--- config.mk ---
export PLATFORM = sky130hd
export DESIGN_NAME = fetch_prefetch_flat
export DESIGN_NICKNAME = d
export VERILOG_FILES = /design/src/rtl/fetch_prefetch_if.sv /design/src/rtl/fetch_prefetch.sv /design/src/flat_wrapper.sv
export SDC_FILE = /design/constraint.sdc
export NUM_CORES = 1
export LEC_CHECK = 0
export CORE_ASPECT_RATIO = 0.5
export CORE_MARGIN = 2
export CORE_UTILIZATION = 25
export CTS_CLUSTER_DIAMETER = 200
export DETAILED_ROUTE_END_ITERATION = 8
export PLACE_DENSITY = 0.49
export SLEW_MARGIN = 20
export SYNTH_ARGS = -nofsm -noshare
export SYNTH_HDL_FRONTEND = slang
export SYNTH_SLANG_ARGS = --single-unit
--- constraint.sdc ---
create_clock -name clk -period 4.6 [get_ports clk]
set_input_delay 0.69 -clock clk [delete_from_list [all_inputs] [get_ports clk]]
set_output_delay 0.69 -clock clk [all_outputs]
set_load 0.005 [all_outputs]
--- src/rtl/fetch_prefetch_if.sv ---
// -----------------------------------------------------------------------------
// fetch_prefetch_if
//
// Purpose: groups the instruction-memory read port and the decoded-instruction
// output stream of the fetch/prefetch unit into one bundle.
//
// Signals:
//   addr_out     memory read address (driven by fetch unit, registered)
//   rd_en_out    memory read strobe (driven by fetch unit, registered)
//   wea_out      memory write enable (driven by fetch unit, always 0)
//   mem_data_in  memory read data, valid the cycle after the request cycle
//   instr_valid  queue head valid (driven by fetch unit)
//   instr_out    queue head instruction (driven by fetch unit)
//   instr_pc     address of the head instruction (driven by fetch unit)
//   instr_ready  consumer accepts the head when high together with instr_valid
//
// Modports:
//   master  the fetch unit side
//   slave   the memory / decode side
//
// Handshake: an instruction transfers on a rising edge where instr_valid and
// instr_ready are both high; instr_valid/instr_out/instr_pc are stable while
// instr_valid is high and instr_ready is low, except that a taken redirect
// withdraws the head.
// -----------------------------------------------------------------------------
interface fetch_prefetch_if #(
    parameter int ADDR_W = 16,
    parameter int DATA_W = 16
);
    logic [ADDR_W-1:0] addr_out;
    logic              rd_en_out;
    logic              wea_out;
    logic [DATA_W-1:0] mem_data_in;
    logic              instr_valid;
    logic [DATA_W-1:0] instr_out;
    logic [ADDR_W-1:0] instr_pc;
    logic              instr_ready;

    modport master (
        output addr_out,
        output rd_en_out,
        output wea_out,
        input  mem_data_in,
        output instr_valid,
        output instr_out,
        output instr_pc,
        input  instr_ready
    );

    modport slave (
        input  addr_out,
        input  rd_en_out,
        input  wea_out,
        output mem_data_in,
        input  instr_valid,
        input  instr_out,
        input  instr_pc,
        output instr_ready
    );
endinterface

--- src/rtl/fetch_prefetch.sv ---
// -----------------------------------------------------------------------------
// fetch_prefetch
//
// Purpose: LC-3 instruction fetch unit with an in-order prefetch queue.
// Sequential fetches are streamed into a DEPTH-entry queue, each entry tagged
// with the PC it was fetched from. A resolving BR (taken) or JMP flushes the
// queue, discards any in-flight response and retargets the fetch PC.
//
// Optional feature: define FETCH_PREFETCH_BYPASS_EN to let a response that
// arrives while the queue is empty drive the instruction outputs in the same
// cycle (2-cycle latency instead of 3).
//
// Ports:
//   clk          clock, rising edge
//   rst_n        asynchronous active-low reset
//   fetch_start  level, enables issuing fetches
//   ctrl_valid   one-cycle pulse, a control instruction has resolved
//   opCode_in    opcode of the resolving instruction (0000 BR, 1100 JMP)
//   offset_in    BR PCoffset9
//   reg_in       JMP base register value
//   br_nzp       BR condition bits
//   result_nzp   current condition codes
//   ctrl_npc_in  incremented PC of the resolving instruction
//   pc           next fetch address
//   state_o      FSM state (0 IDLE, 1 RUN, 2 DRAIN)
//   bus          memory read port + instruction stream (master modport)
// -----------------------------------------------------------------------------
module fetch_prefetch #(
    parameter int                ADDR_W   = 16,
    parameter int                DATA_W   = 16,
    parameter int                DEPTH    = 4,
    parameter logic [ADDR_W-1:0] RESET_PC = '0
) (
    input  logic              clk,
    input  logic              rst_n,
    input  logic              fetch_start,
    input  logic              ctrl_valid,
    input  logic [3:0]        opCode_in,
    input  logic [8:0]        offset_in,
    input  logic [ADDR_W-1:0] reg_in,
    input  logic [2:0]        br_nzp,
    input  logic [2:0]        result_nzp,
    input  logic [ADDR_W-1:0] ctrl_npc_in,
    output logic [ADDR_W-1:0] pc,
    output logic [1:0]        state_o,
    fetch_prefetch_if.master  bus
);

    localparam int PTR_W = $clog2(DEPTH);
    localparam int CNT_W = PTR_W + 1;
    localparam int SUM_W = CNT_W + 1;

    typedef enum logic [1:0] {
        ST_IDLE  = 2'd0,
        ST_RUN   = 2'd1,
        ST_DRAIN = 2'd2
    } state_t;

    state_t state_q, state_d;

    // Fetch PC and the registered request stage (stage A: request on the bus).
    logic [ADDR_W-1:0] pc_q, pc_d;
    logic [ADDR_W-1:0] addr_q, addr_d;
    logic              rd_en_q, rd_en_d;
    logic              a_epoch_q;

    // Stage B: the request of the previous cycle, whose data is on
    // mem_data_in in this cycle.
    logic              b_valid_q;
    logic              b_epoch_q;
    logic [ADDR_W-1:0] b_addr_q;

    // Epoch toggles on every taken redirect; any request carrying the old
    // epoch is dropped when its data arrives.
    logic              epoch_q, epoch_d;

    // Queue storage; pointers carry one extra bit so full and empty differ.
    logic [DATA_W-1:0] data_q [DEPTH];
    logic [ADDR_W-1:0] tag_q  [DEPTH];
    logic [CNT_W-1:0]  wr_ptr_q, wr_ptr_d;
    logic [CNT_W-1:0]  rd_ptr_q, rd_ptr_d;
    logic [PTR_W-1:0]  wr_idx, rd_idx;
    logic [CNT_W-1:0]  count;
    logic              q_empty;

    logic              is_br, is_jmp, taken;
    logic [ADDR_W-1:0] target;
    logic              a_live, b_live;
    logic [1:0]        outstanding;
    logic [SUM_W-1:0]  need;
    logic              room, issue;
    logic              resp_ok, bypass_hit;
    logic              head_valid;
    logic [DATA_W-1:0] head_data;
    logic [ADDR_W-1:0] head_pc;
    logic              pop, q_pop, q_push;

    // ---------------------------------------------------------------- redirect
    assign is_br  = (opCode_in == 4'b0000);
    assign is_jmp = (opCode_in == 4'b1100);
    assign taken  = ctrl_valid && (is_jmp || (is_br && (|(br_nzp & result_nzp))));
    assign target = is_jmp ? reg_in
                           : ctrl_npc_in + {{(ADDR_W-9){offset_in[8]}}, offset_in};

    // ------------------------------------------------------------- occupancy
    assign wr_idx  = wr_ptr_q[PTR_W-1:0];
    assign rd_idx  = rd_ptr_q[PTR_W-1:0];
    assign count   = wr_ptr_q - rd_ptr_q;
    assign q_empty = (count == '0);

    // Only requests of the current epoch will ever land in the queue, so
    // only those reserve a slot.
    assign a_live      = rd_en_q   && (a_epoch_q == epoch_q);
    assign b_live      = b_valid_q && (b_epoch_q == epoch_q);
    assign outstanding = {1'b0, a_live} + {1'b0, b_live};
    assign need        = SUM_W'(count) + SUM_W'(outstanding) + SUM_W'(1);
    assign room        = (need <= SUM_W'(DEPTH));

    // A request goes out on the same edge fetch_start is first seen, so IDLE
    // and DRAIN also issue when fetch_start is high; the redirect cycle never
    // issues because the new target only becomes pc at that edge.
    assign issue = fetch_start && room && !taken;

    // --------------------------------------------------------------- response
    assign resp_ok = b_live && !taken;

`ifdef FETCH_PREFETCH_BYPASS_EN
    assign bypass_hit = resp_ok && q_empty;
`else
    assign bypass_hit = 1'b0;
`endif

    always_comb begin
        head_valid = !q_empty;
        head_data  = data_q[rd_idx];
        head_pc    = tag_q[rd_idx];
        if (bypass_hit) begin
            head_valid = 1'b1;
            head_data  = bus.mem_data_in;
            head_pc    = b_addr_q;
        end
    end

    assign pop    = head_valid && bus.instr_ready && !taken;
    assign q_pop  = pop && !q_empty;
    // A bypassed response that is consumed immediately never enters the queue.
    assign q_push = resp_ok && !(bypass_hit && pop);

    // -------------------------------------------------------- next-state data
    always_comb begin
        pc_d     = pc_q;
        addr_d   = addr_q;
        rd_en_d  = issue;
        epoch_d  = epoch_q ^ taken;
        wr_ptr_d = wr_ptr_q;
        rd_ptr_d = rd_ptr_q;

        if (taken) begin
            pc_d = target;
        end else if (issue) begin
            pc_d = pc_q + 1'b1;
        end

        if (issue) begin
            addr_d = pc_q;
        end

        if (taken) begin
            rd_ptr_d = wr_ptr_q;
        end else begin
            if (q_push) begin
                wr_ptr_d = wr_ptr_q + 1'b1;
            end
            if (q_pop) begin
                rd_ptr_d = rd_ptr_q + 1'b1;
            end
        end
    end

    // ----------------------------------------------------------------- FSM
    always_comb begin
        state_d = state_q;
        case (state_q)
            ST_IDLE: begin
                if (fetch_start) begin
                    state_d = ST_RUN;
                end
            end
            ST_RUN: begin
                if (!fetch_start) begin
                    state_d = (outstanding != 2'd0) ? ST_DRAIN : ST_IDLE;
                end
            end
            ST_DRAIN: begin
                if (fetch_start) begin
                    state_d = ST_RUN;
                end else if (outstanding == 2'd0) begin
                    state_d = ST_IDLE;
                end
            end
            default: begin
                state_d = ST_IDLE;
            end
        endcase
    end

    always_ff @(posedge clk or negedge rst_n) begin
        if (!rst_n) begin
            state_q <= ST_IDLE;
        end else begin
            state_q <= state_d;
        end
    end

    // ------------------------------------------------------------ registers
    always_ff @(posedge clk or negedge rst_n) begin
        if (!rst_n) begin
            pc_q      <= RESET_PC;
            addr_q    <= '0;
            rd_en_q   <= 1'b0;
            a_epoch_q <= 1'b0;
            b_valid_q <= 1'b0;
            b_epoch_q <= 1'b0;
            b_addr_q  <= '0;
            epoch_q   <= 1'b0;
            wr_ptr_q  <= '0;
            rd_ptr_q  <= '0;
        end else begin
            pc_q      <= pc_d;
            addr_q    <= addr_d;
            rd_en_q   <= rd_en_d;
            a_epoch_q <= epoch_q;
            b_valid_q <= rd_en_q;
            b_epoch_q <= a_epoch_q;
            b_addr_q  <= addr_q;
            epoch_q   <= epoch_d;
            wr_ptr_q  <= wr_ptr_d;
            rd_ptr_q  <= rd_ptr_d;
        end
    end

    always_ff @(posedge clk or negedge rst_n) begin
        if (!rst_n) begin
            for (int i = 0; i < DEPTH; i++) begin
                data_q[i] <= '0;
                tag_q[i]  <= '0;
            end
        end else if (q_push) begin
            data_q[wr_idx] <= bus.mem_data_in;
            tag_q[wr_idx]  <= b_addr_q;
        end
    end

    // --------------------------------------------------------------- outputs
    assign pc              = pc_q;
    assign state_o         = state_q;
    assign bus.addr_out    = addr_q;
    assign bus.rd_en_out   = rd_en_q;
    assign bus.wea_out     = 1'b0;
    assign bus.instr_valid = head_valid;
    assign bus.instr_out   = head_data;
    assign bus.instr_pc    = head_pc;

endmodule

--- src/flat_wrapper.sv ---
// flat-port wrapper written by rule: the top's interface ports become plain ports
module fetch_prefetch_flat 
#(
    parameter int                ADDR_W   = 16,
    parameter int                DATA_W   = 16,
    parameter int                DEPTH    = 4,
    parameter logic [ADDR_W-1:0] RESET_PC = '0
)
  (clk, rst_n, fetch_start, ctrl_valid, opCode_in, offset_in, reg_in, br_nzp, result_nzp, ctrl_npc_in, pc, state_o, bus_addr_out, bus_rd_en_out, bus_wea_out, bus_mem_data_in, bus_instr_valid, bus_instr_out, bus_instr_pc, bus_instr_ready);
  fetch_prefetch_if #(.ADDR_W(ADDR_W), .DATA_W(DATA_W)) bus_i ();
  input  logic clk;
  input  logic rst_n;
  input  logic fetch_start;
  input  logic ctrl_valid;
  input  logic [3:0] opCode_in;
  input  logic [8:0] offset_in;
  input  logic [ADDR_W-1:0] reg_in;
  input  logic [2:0] br_nzp;
  input  logic [2:0] result_nzp;
  input  logic [ADDR_W-1:0] ctrl_npc_in;
  output logic [ADDR_W-1:0] pc;
  output logic [1:0] state_o;
  output wire logic [$bits(bus_i.addr_out)-1:0] bus_addr_out;
  output wire logic [$bits(bus_i.rd_en_out)-1:0] bus_rd_en_out;
  output wire logic [$bits(bus_i.wea_out)-1:0] bus_wea_out;
  input wire logic [$bits(bus_i.mem_data_in)-1:0] bus_mem_data_in;
  output wire logic [$bits(bus_i.instr_valid)-1:0] bus_instr_valid;
  output wire logic [$bits(bus_i.instr_out)-1:0] bus_instr_out;
  output wire logic [$bits(bus_i.instr_pc)-1:0] bus_instr_pc;
  input wire logic [$bits(bus_i.instr_ready)-1:0] bus_instr_ready;
  assign bus_addr_out = bus_i.addr_out;
  assign bus_rd_en_out = bus_i.rd_en_out;
  assign bus_wea_out = bus_i.wea_out;
  assign bus_i.mem_data_in = bus_mem_data_in;
  assign bus_instr_valid = bus_i.instr_valid;
  assign bus_instr_out = bus_i.instr_out;
  assign bus_instr_pc = bus_i.instr_pc;
  assign bus_i.instr_ready = bus_instr_ready;
  fetch_prefetch #(.ADDR_W(ADDR_W), .DATA_W(DATA_W), .DEPTH(DEPTH), .RESET_PC(RESET_PC)) u_core (.clk(clk), .rst_n(rst_n), .fetch_start(fetch_start), .ctrl_valid(ctrl_valid), .opCode_in(opCode_in), .offset_in(offset_in), .reg_in(reg_in), .br_nzp(br_nzp), .result_nzp(result_nzp), .ctrl_npc_in(ctrl_npc_in), .pc(pc), .state_o(state_o), .bus(bus_i));
endmodule
## Yosys cells after proc, flatten, opt, wreduce, memory -nomap -nowiden

Index checks and enable logic that the tools add are counted.

- Output and inout bits: 69
- Input port bits: 72
- Logic and storage cells: 89
- Bits in registers: 189

- Mux-type cells: 21
- Equality and inequality tests: 8
- Reductions and logical operators: 24
- Add/subtract/negate cells: 8
- Bitwise operators: 5
- Order comparisons: 4

Operators by type and width:

| cell | count |
|---|---|
| $bwmux W64 | 2 |
| $mux W16 | 8 |
| $bmux W16 S2 | 2 |
| $demux W16 S2 | 1 |
| $add A16 B1 Y16 const B | 1 |
| $add A16 B16 Y16 | 1 |
| $logic_and A1 B1 Y1 | 11 |
| $mux W2 | 5 |
| $add A3 B1 Y3 const B | 2 |
| $ge A3 B3 Y1 const B | 2 |
| $mux W3 | 2 |
| $not A2 Y3 | 2 |
| $pmux W2 S3 | 1 |
| $reduce_bool A2 Y1 | 3 |
| $add A3 B2 Y4 | 1 |
| $add A4 B1 Y4 const B | 1 |
| $eq A4 B4 Y1 const B | 1 |
| $le A4 B3 Y1 const B | 1 |
| $logic_not A2 Y1 | 2 |
| $logic_not A4 Y1 | 1 |
| $ne A2 B2 Y1 const B | 2 |
| $and A3 B3 Y3 | 1 |
| $logic_not A3 Y1 | 1 |
| $lt A3 B1 Y1 const B | 1 |
| other kinds (13) | 15 |

## Longest topological paths before layout

- Depth in word-level cells: 10
- Mapped depth: 13
- Gate-level depth less buffers: 12

## Worst setup path after synthesis

Ideal clock, no wire load.

- Path kind: flip-flop to flip-flop
- Start: register u_core.rd_ptr_q[1]
- End: register u_core.addr_q[10] (netlist: u_core.bus.addr_out[10])
- Buffers on the path: 3
- Clock period less this slack: 3206 ps
- Path slack: 1394 ps
- Required time: 4475 ps
- Arrival: 3082 ps
- Cell stages (with the launch flop): 12
- Library setup time: 125 ps
- Path through: dfrtp_1 -> clkbuf_1 -> buf_1 -> inv_1 -> fa_1 -> ha_1 -> nor2b_1 -> o21ai_0 -> nand3_1 -> nor2_4 -> buf_6 -> mux2_2

- Word-level cells in the longest chain between the ends: 6

Ends and longest elaborated chain:

| what | RTL line | source |
|---|---|---|
| from (decl) | fetch_prefetch.sv:81 | `logic [CNT_W-1:0] rd_ptr_q, rd_ptr_d;` |
| from (signal assigned) | fetch_prefetch.sv:238 | `rd_ptr_q <= rd_ptr_d;` |
| $sub A3 B3 Y3 | fetch_prefetch.sv:108 | `assign count = wr_ptr_q - rd_ptr_q;` |
| $add A3 B2 Y4 | fetch_prefetch.sv:116 | `assign need = SUM_W'(count) + SUM_W'(outstanding) + SUM_W'(1);` |
| $add A4 B1 Y4 | fetch_prefetch.sv:116 |  |
| $le A4 B3 Y1 | fetch_prefetch.sv:117 | `assign room = (need <= SUM_W'(DEPTH));` |
| $logic_and A1 B1 Y1 (2 in a row) | fetch_prefetch.sv:122 | `assign issue = fetch_start && room && !taken;` |
| net u_core.issue | fetch_prefetch.sv:91 | `logic room, issue;` |
| to (signal assigned) | fetch_prefetch.sv:230 | `addr_q <= addr_d;` |
| to (decl) | fetch_prefetch.sv:63 | `logic [ADDR_W-1:0] addr_q, addr_d;` |

The timed path passes the listed nets, and every way through them passes these cells.
A chain may end at the register's enable or synchronous reset.

## Worst setup path after layout

- Start: register u_core.wr_ptr_q[0]
- End: output bus_instr_valid

- Word-level cells in the longest chain between the ends: 3

Ends and longest elaborated chain:

| what | RTL line | source |
|---|---|---|
| from (decl) | fetch_prefetch.sv:80 | `logic [CNT_W-1:0] wr_ptr_q, wr_ptr_d;` |
| from (signal assigned) | fetch_prefetch.sv:237 | `wr_ptr_q <= wr_ptr_d;` |
| $sub A3 B3 Y3 | fetch_prefetch.sv:108 |  |
| $logic_not A3 Y1 | fetch_prefetch.sv:109 | `assign q_empty = (count == '0);` |
| $logic_not A1 Y1 | fetch_prefetch.sv:134 | `head_valid = !q_empty;` |
| to (decl) | flat_wrapper.sv:27 | `output wire logic [$bits(bus_i.instr_valid)-1:0] bus_instr_valid;` |

Every way passes these cells.

==> results.cfg <==
[yosys]
synth_ff_type = dfrtp_1
yosys_warnings = 0
syn_inst = 666
async_flop_share_pct = 100
yosysTopAreaCellShare_pct = 48.3
syn_nets = 766
synth_top_area_cell = dfrtp_1
synth-seq-cells = 189
syn_avg_cell_area_um2 = 14.7
synth_edf_count = 0
synth_area_leaders = dfrtp_1 (48%), mux2_4 (18%), mux4_2 (7.4%)
synthTopCellsByCount = dfrtp_1 (189), mux2_4 (119), mux4_2 (32), nand2_1 (31), ha_1 (26)
yosysSeqAreaShare_pct = 48.3
netlist_area_um2 = 9780
yosysMostFrequentCell = dfrtp_1
yosysUniqueCellTypes = 67

[sta]
relSlewSlack_pct = 33.6
drv_slew = 0
finClkSkew_ps = 17.2
period_needed_ps = 3660
setup_viol = 0
max_slew.worst_pin.slew_ps = 997
finalHoldViolCount = 0
fmax_mhz = 273
fin_crit_sh_pct = 79.5
tns_ps = 0
rsz0062_at_grt = false

[die]
core.rowCount = 51
start_util_pct = 25.3
die_y_um = 144
coreArea_um2 = 38700
floorplan.die_area_um2 = 40800
chipWidth_um = 284
io_pins = 141

[setup_path]
cp.arrival_ps = 2970
cpPeakStageDelay_ps = 500
critPathKind = flop to primary output
endpoint_kind = primary output
crit_top_cell = inv_1
start_kind = flop
cp.required_ps = 3910
cp_slowest_cell = clkdlybuf4s50_1
cp_max_fo = 4
path_cells = inv_1 > ha_1 > inv_1 > fa_1 > xnor3_1 > or3b_2 > clkdlybuf4s50_1

[drt]
antenna_left = 0
vias = 5864
route.detailed.drc = 0
first_pass_iters = 7
vias_per_cell = 4.37
post_drt_wl_per_cell_um = 17.6
drt_iter0_drc = 363
drt_wl_total_um = 23600

[cells_and_area]
nFillCells = 3859
regArea_um2 = 4730
diodes = 0
multi_input_area_um2 = 4720
layout.nets = 898
stdcell_count = 1341
syn_to_final_growth_pct = 24.5
postLayoutCellArea_um2 = 12200
drive_above_1_share_pct = 27.7

[clocking]
clk_pin_slew_ps = 80
cts.sinks = 189
cts_buffers = 17
cts_resized = 0
cts_buffer_depth = 2
cts_hold_buffers = 0
post-cts-setup-buffers = 0
clk_latency_ps = 430
cts_root_buf = clkbuf_16
cts_tree = done
htree_levels = 4

[global_routing]
antenna_found_initial = 0
grtUsageTotal_pct = 11.7
grt_start_max_net_pins = 131
grt_pass1_wl_um = 37000
grt_pass1_vias = 6295
grt.overflow.total = 0

[placed_design]
dpl.hpwl_um = 15900
io_buffer_count = 139
placed_cell_area_um2 = 11600
gp_congestion = 0.745
dp.cells = 1309

[job]
cap_violations = 0

[pwr]
ir_worst_vdd_mv = 0.297
pwr_density_cell_nw_per_um2 = 663
p_leak_uw = 0.00548

[hold_path]
hp-class = input pin to async pin

[run_status]
status = finished clean
==> layout by cell type (no fill, tap or decap), types with 13 or more instances in the layout <==
cell and n:
mux2_4 119, nand2_1 31, clkbuf_16 17, mux4_2 32, a21oi_1 16, ha_1 26
o21ai_0 15, clkdlybuf4s50_1 138, xor2_1 15, nor2_1 14, dfrtp_1 187, mux2_2 24
xnor2_1 14, nand3_1 13, nand4_1 14
==> per-stage QoR <==
stage / total power, uW / setup slack, ps / util [%] / hold slack [ps]
after global placement: 6590 / 1250 / 29.9 / 376
final: 8080 / 943 / 31.4 / 326
after CTS: 8190 / 896 / 31.4 / 402
after global routing: 8590 / 796 / 31.4 / 408
after floorplan: 5220 / 1390 / - / 373
after detailed placement: 6660 / 1220 / 29.9 / 383
==> final cells by class <==
type	instances	area share, %
sequential	189	38.8
multi-input combinational	436	38.8
timing repair buffer	144	11.8
tap	530	5.44
clock buffer	18	3.61
clock inverter	14	1.23
inverter	10	0.308
==> critical path: cells and delay by family (launching register included) <==
family,cells,cell delay (ps)
buffers and inverters,3,710
DFF,1,420
and+or+nand+nor,1,490
adders and majority gates,2,530
xor gates and xnor gates,1,400
==> metal layers <==
metal | global-route usage (%) | vias up | routed length, um
met2 | 20.8 | 73 | 12100
met5 | 0 | - | 0
met4 | 2.14 | 0 | 174
li1 | - | 2730 | -
met3 | 2.51 | 7 | 655
met1 | 14.7 | 3054 | 10700
==> worst paths after layout <==
check                                               start                            endpoint  slack, ps  cells after the start
setup / recovery           u_core.wr_ptr_q[0]$_DFFE_PN0P_                     bus_instr_valid        940                      7
hold / removal                                      rst_n       u_core.state_o[0]$_DFFE_PN0P_        330                      1
setup reg to reg           u_core.wr_ptr_q[0]$_DFFE_PN0P_  u_core.bus.addr_out[4]$_DFFE_PN0P_       1260                     10
hold reg to reg                u_core.a_epoch_q$_DFF_PN0_          u_core.b_epoch_q$_DFF_PN0_        400                      0
max in group asynchronous                           rst_n       u_core.b_addr_q[14]$_DFF_PN0_       3190                      2
min in group clk               u_core.a_epoch_q$_DFF_PN0_          u_core.b_epoch_q$_DFF_PN0_        400                      0
==> sequential cells by signal (all words and copies together), names as in the netlist <==
register / cells
u_core.b_epoch_q: 1
u_core.bus.rd_en_out: 1
u_core.pc: 16
u_core.rd_ptr_q: 3
u_core.b_addr_q: 16
u_core.wr_ptr_q: 3
u_core.data_q: 64
u_core.tag_q: 64
u_core.a_epoch_q: 1
u_core.state_o: 2
u_core.b_valid_q: 1
u_core.epoch_q: 1
u_core.bus.addr_out: 16
==> cell families after synthesis <==
logic type | Yosys count | synth area share (%)
compound gates | 81 | 5.62
xor+xnor | 30 | 2.83
fa+ha+maj | 28 | 3.73
buf+inv | 41 | 3.35
flops | 189 | 48.4
mux | 179 | 28.8
other cells | 1 | 0.0383
simple gates | 117 | 7.27
==> power breakdown <==
group	switching (uW)	internal, uW	leakage, uW
Sequential	574	2420	0.00235
Clock	716	787	0.000294
Combinational	1300	2280	0.00284
Total	2590	5490	0.00548
(Power assumes the default switching activity.)
==> RTL edit, RTL diff (config.mk and constraints unchanged) <==
`DEPTH` is set to 4 in 2 places; all go to 2.
--- a/src/rtl/fetch_prefetch.sv
+++ b/src/rtl/fetch_prefetch.sv
@@ -30,3 +30,3 @@
     parameter int                DATA_W   = 16,
-    parameter int                DEPTH    = 4,
+    parameter int                DEPTH    = 2,
     parameter logic [ADDR_W-1:0] RESET_PC = '0
--- a/src/flat_wrapper.sv
+++ b/src/flat_wrapper.sv
@@ -5,3 +5,3 @@
     parameter int                DATA_W   = 16,
-    parameter int                DEPTH    = 4,
+    parameter int                DEPTH    = 2,
     parameter logic [ADDR_W-1:0] RESET_PC = '0
Check against the original RTL: not equivalent (a bounded check fails within 4 cycles, from zero or initial values and one cycle with rst_n low).
==> RTL edit against the original RTL <==
Utilization rose by 3.9 points; sequential share of layout area fell by 2.5 points; worst setup slack improved by 250 ps; highest routed layer unchanged; power fell by 27%; sequential cell count fell by 66; final area fell by 30%; via count fell by 25%; synthesized area fell by 38%; largest power group unchanged; fmax rose by 7.3%; synthesized cell count fell by 25%; routed wire length fell by 34%.
==> RTL edit: results (changes against the original RTL) <==
* Status: finished clean
* Slowest Stage Delay on Critical Path at 530 ps (+30 ps)
* Fraction of layout instances using a drive strength above 1 at 0.2409 (-0.03658)
* Clk buf depth at 2 (unchanged)
* Initial DRC Count at 149 (-59%)
* Fraction of the mapped netlist area in compound gates at 0.09203 (+0.03588)
* Count of buffers from port buffering at 139 (unchanged)
* Type of the most critical hold path: in2async
* Finished Layout Cells at 971 (-28%)
* Via count of the first global-routing pass at 4728 (-25%)
* Placement Setup Slack at 1191 ps (-27.71 ps)
* Clock slew at the register clock pins of the worst setup and hold paths at 60 ps (-20 ps)
* Synth Area in XOR/XNOR at 0.04458 (+0.01631)
* Placed wire-length estimate at 11.58 mm (-27%)
* Maximum ir drop on the vdd rail at 0.0002709 V (-8.7%)
* Synthesized netlist net count at 591 (-23%)
* First drt pass iteration count at 4 (-3)
* Mean instance size in the synthesized netlist at 12.26 sq um (-17%)
* Sequential fraction of the synthesis area at 0.5053 (+0.02184)
* Number of instances in the placed design at 939 (-28%)
* Yosys Warn Count at 0 (unchanged)
* Worst clock skew at 4.627 ps (-12.62 ps)
* H-tree depth at 4 (unchanged)
* Largest registers ranked by flip-flop count: u_core.data_q x32, u_core.tag_q x32
* Worst-Margin Slew at 864.6 ps (-131.9 ps)
* Last weighted congestion value of the routability-driven placer at 0.7430 (-0.31%)
* Insertion delay of the later-clocked pin in the worst-skew pair at 410 ps (-20 ps)
* Mean routed wirelength per cell at 16.08 microns (-8.6%)
* Global-route wire length before repair at 25.34 mm (-31%)
* Net count, final at 737 (-18%)
* Routed via count at 4379 (-25%)
* Leakage at 3.413 nW (-38%)
* Global router's overall resource usage at 0.1275 (+0.01070)
* Area share of fa/ha/maj cells after synthesis at 0.04766 (+0.01031)
* Fillers at 2365 (-39%)
* Top cells by area in the synthesized netlist: dfrtp_1 51%, mux2_2 21%, ha_1 4.1%
* Placed cell area at 7845 sq um (-32%)
* Share of synthesized area spent on multiplexers at 0.2108 (-0.07742)
* Critical Path Fanout Max at 9 (+5)
* Synth top cells by count: 123 x dfrtp_1, 113 x mux2_2, 35 x nand2_1
* Number of distinct standard cells referenced by the synthesized netlist at 59 (-12%)
* Maximum number of pins on one net before global-route repair at 56 (-57%)
* Critical path's slowest cell: nor4_1
RTL edit: cell count changes in the layout (fill, tap and decap cells not counted), moves of 9 or more:
cell and delta:
mux2_2 +89, dfrtp_1 -65, and3_1 -9, mux4_2 -32, nand4_1 -12, mux2_4 -119
RTL edit: worst paths after layout:
check                            startpoint  slack [ps]  cells past startpoint                end
setup reg to reg             u_core.epoch_q        1190                     12       u_core.pc[9]
max in group asynchronous             rst_n        3230                      2  u_core.data_q[24]
setup / recovery             u_core.epoch_q        1190                     12       u_core.pc[9]
hold reg to reg            u_core.a_epoch_q         390                      0   u_core.b_epoch_q
hold / removal                        rst_n         330                      1       u_core.pc[1]
min in group clk           u_core.a_epoch_q         390                      0   u_core.b_epoch_q
RTL edit: final cells by class:
| type | count | area, sq um | area share |
|---|---|---|---|
| inverters | 8 | 30.03 | 0.003542 |
| well taps | 315 | 394.1 | 0.04649 |
| clock buffers | 20 | 436.7 | 0.05151 |
| multi-input cells | 346 | 2893 | 0.3412 |
| repair buffers | 147 | 1449 | 0.1709 |
| clock inverters | 12 | 196.4 | 0.02317 |
| flip-flops and latches | 123 | 3079 | 0.3632 |
RTL edit: worst max-delay path, delay by kind of cell, from the launching register on:
kind / cells / cell delay [ps]
xor+xnor: 2 / 340
buf+inv: 1 / 40
flops: 1 / 440
fa+ha+maj: 3 / 1050
simple gates: 4 / 940
compound gates: 2 / 510
RTL edit: through the flow:
step | power, mW | hold slack [ps] | utilization
2_1_floorplan | 3.286 | 372.7 | -
5_1_grt | 6.270 | 380.4 | 0.3537
3_3_place_gp | 4.445 | 375.7 | 0.3272
3_5_place_dp | 4.492 | 379.6 | 0.3272
4_1_cts | 5.974 | 340.1 | 0.3537
6_report | 5.860 | 328.6 | 0.3537
RTL edit: report_power, final:
part	internal [mW]	switching, mW
sequential	1.60	0.356
clock	0.959	0.481
combinational	1.51	0.948
total	4.08	1.78
RTL edit: logic make-up (layout without fill, tap and decap cells):
family	Yosys count	count (layout)
and+or+nand+nor	97	97
other	1	1
AOI/OAI and AO/OA	81	81
buffers and inverters	28	187
adders and majority gates	22	22
muxes	114	114
xor gates and xnor gates	31	31
DFF	123	123
RTL edit: per-layer routing:
layer,global-route usage,wire (microns),share of wire,vias to the layer above
li1,-,-,-,2112
met1,0.1627,7378,0.47,2183
met2,0.2140,7550,0.48,67
met3,0.02925,505,0.032,17
met4,0.04459,184,0.012,0
met5,0,0,0,-
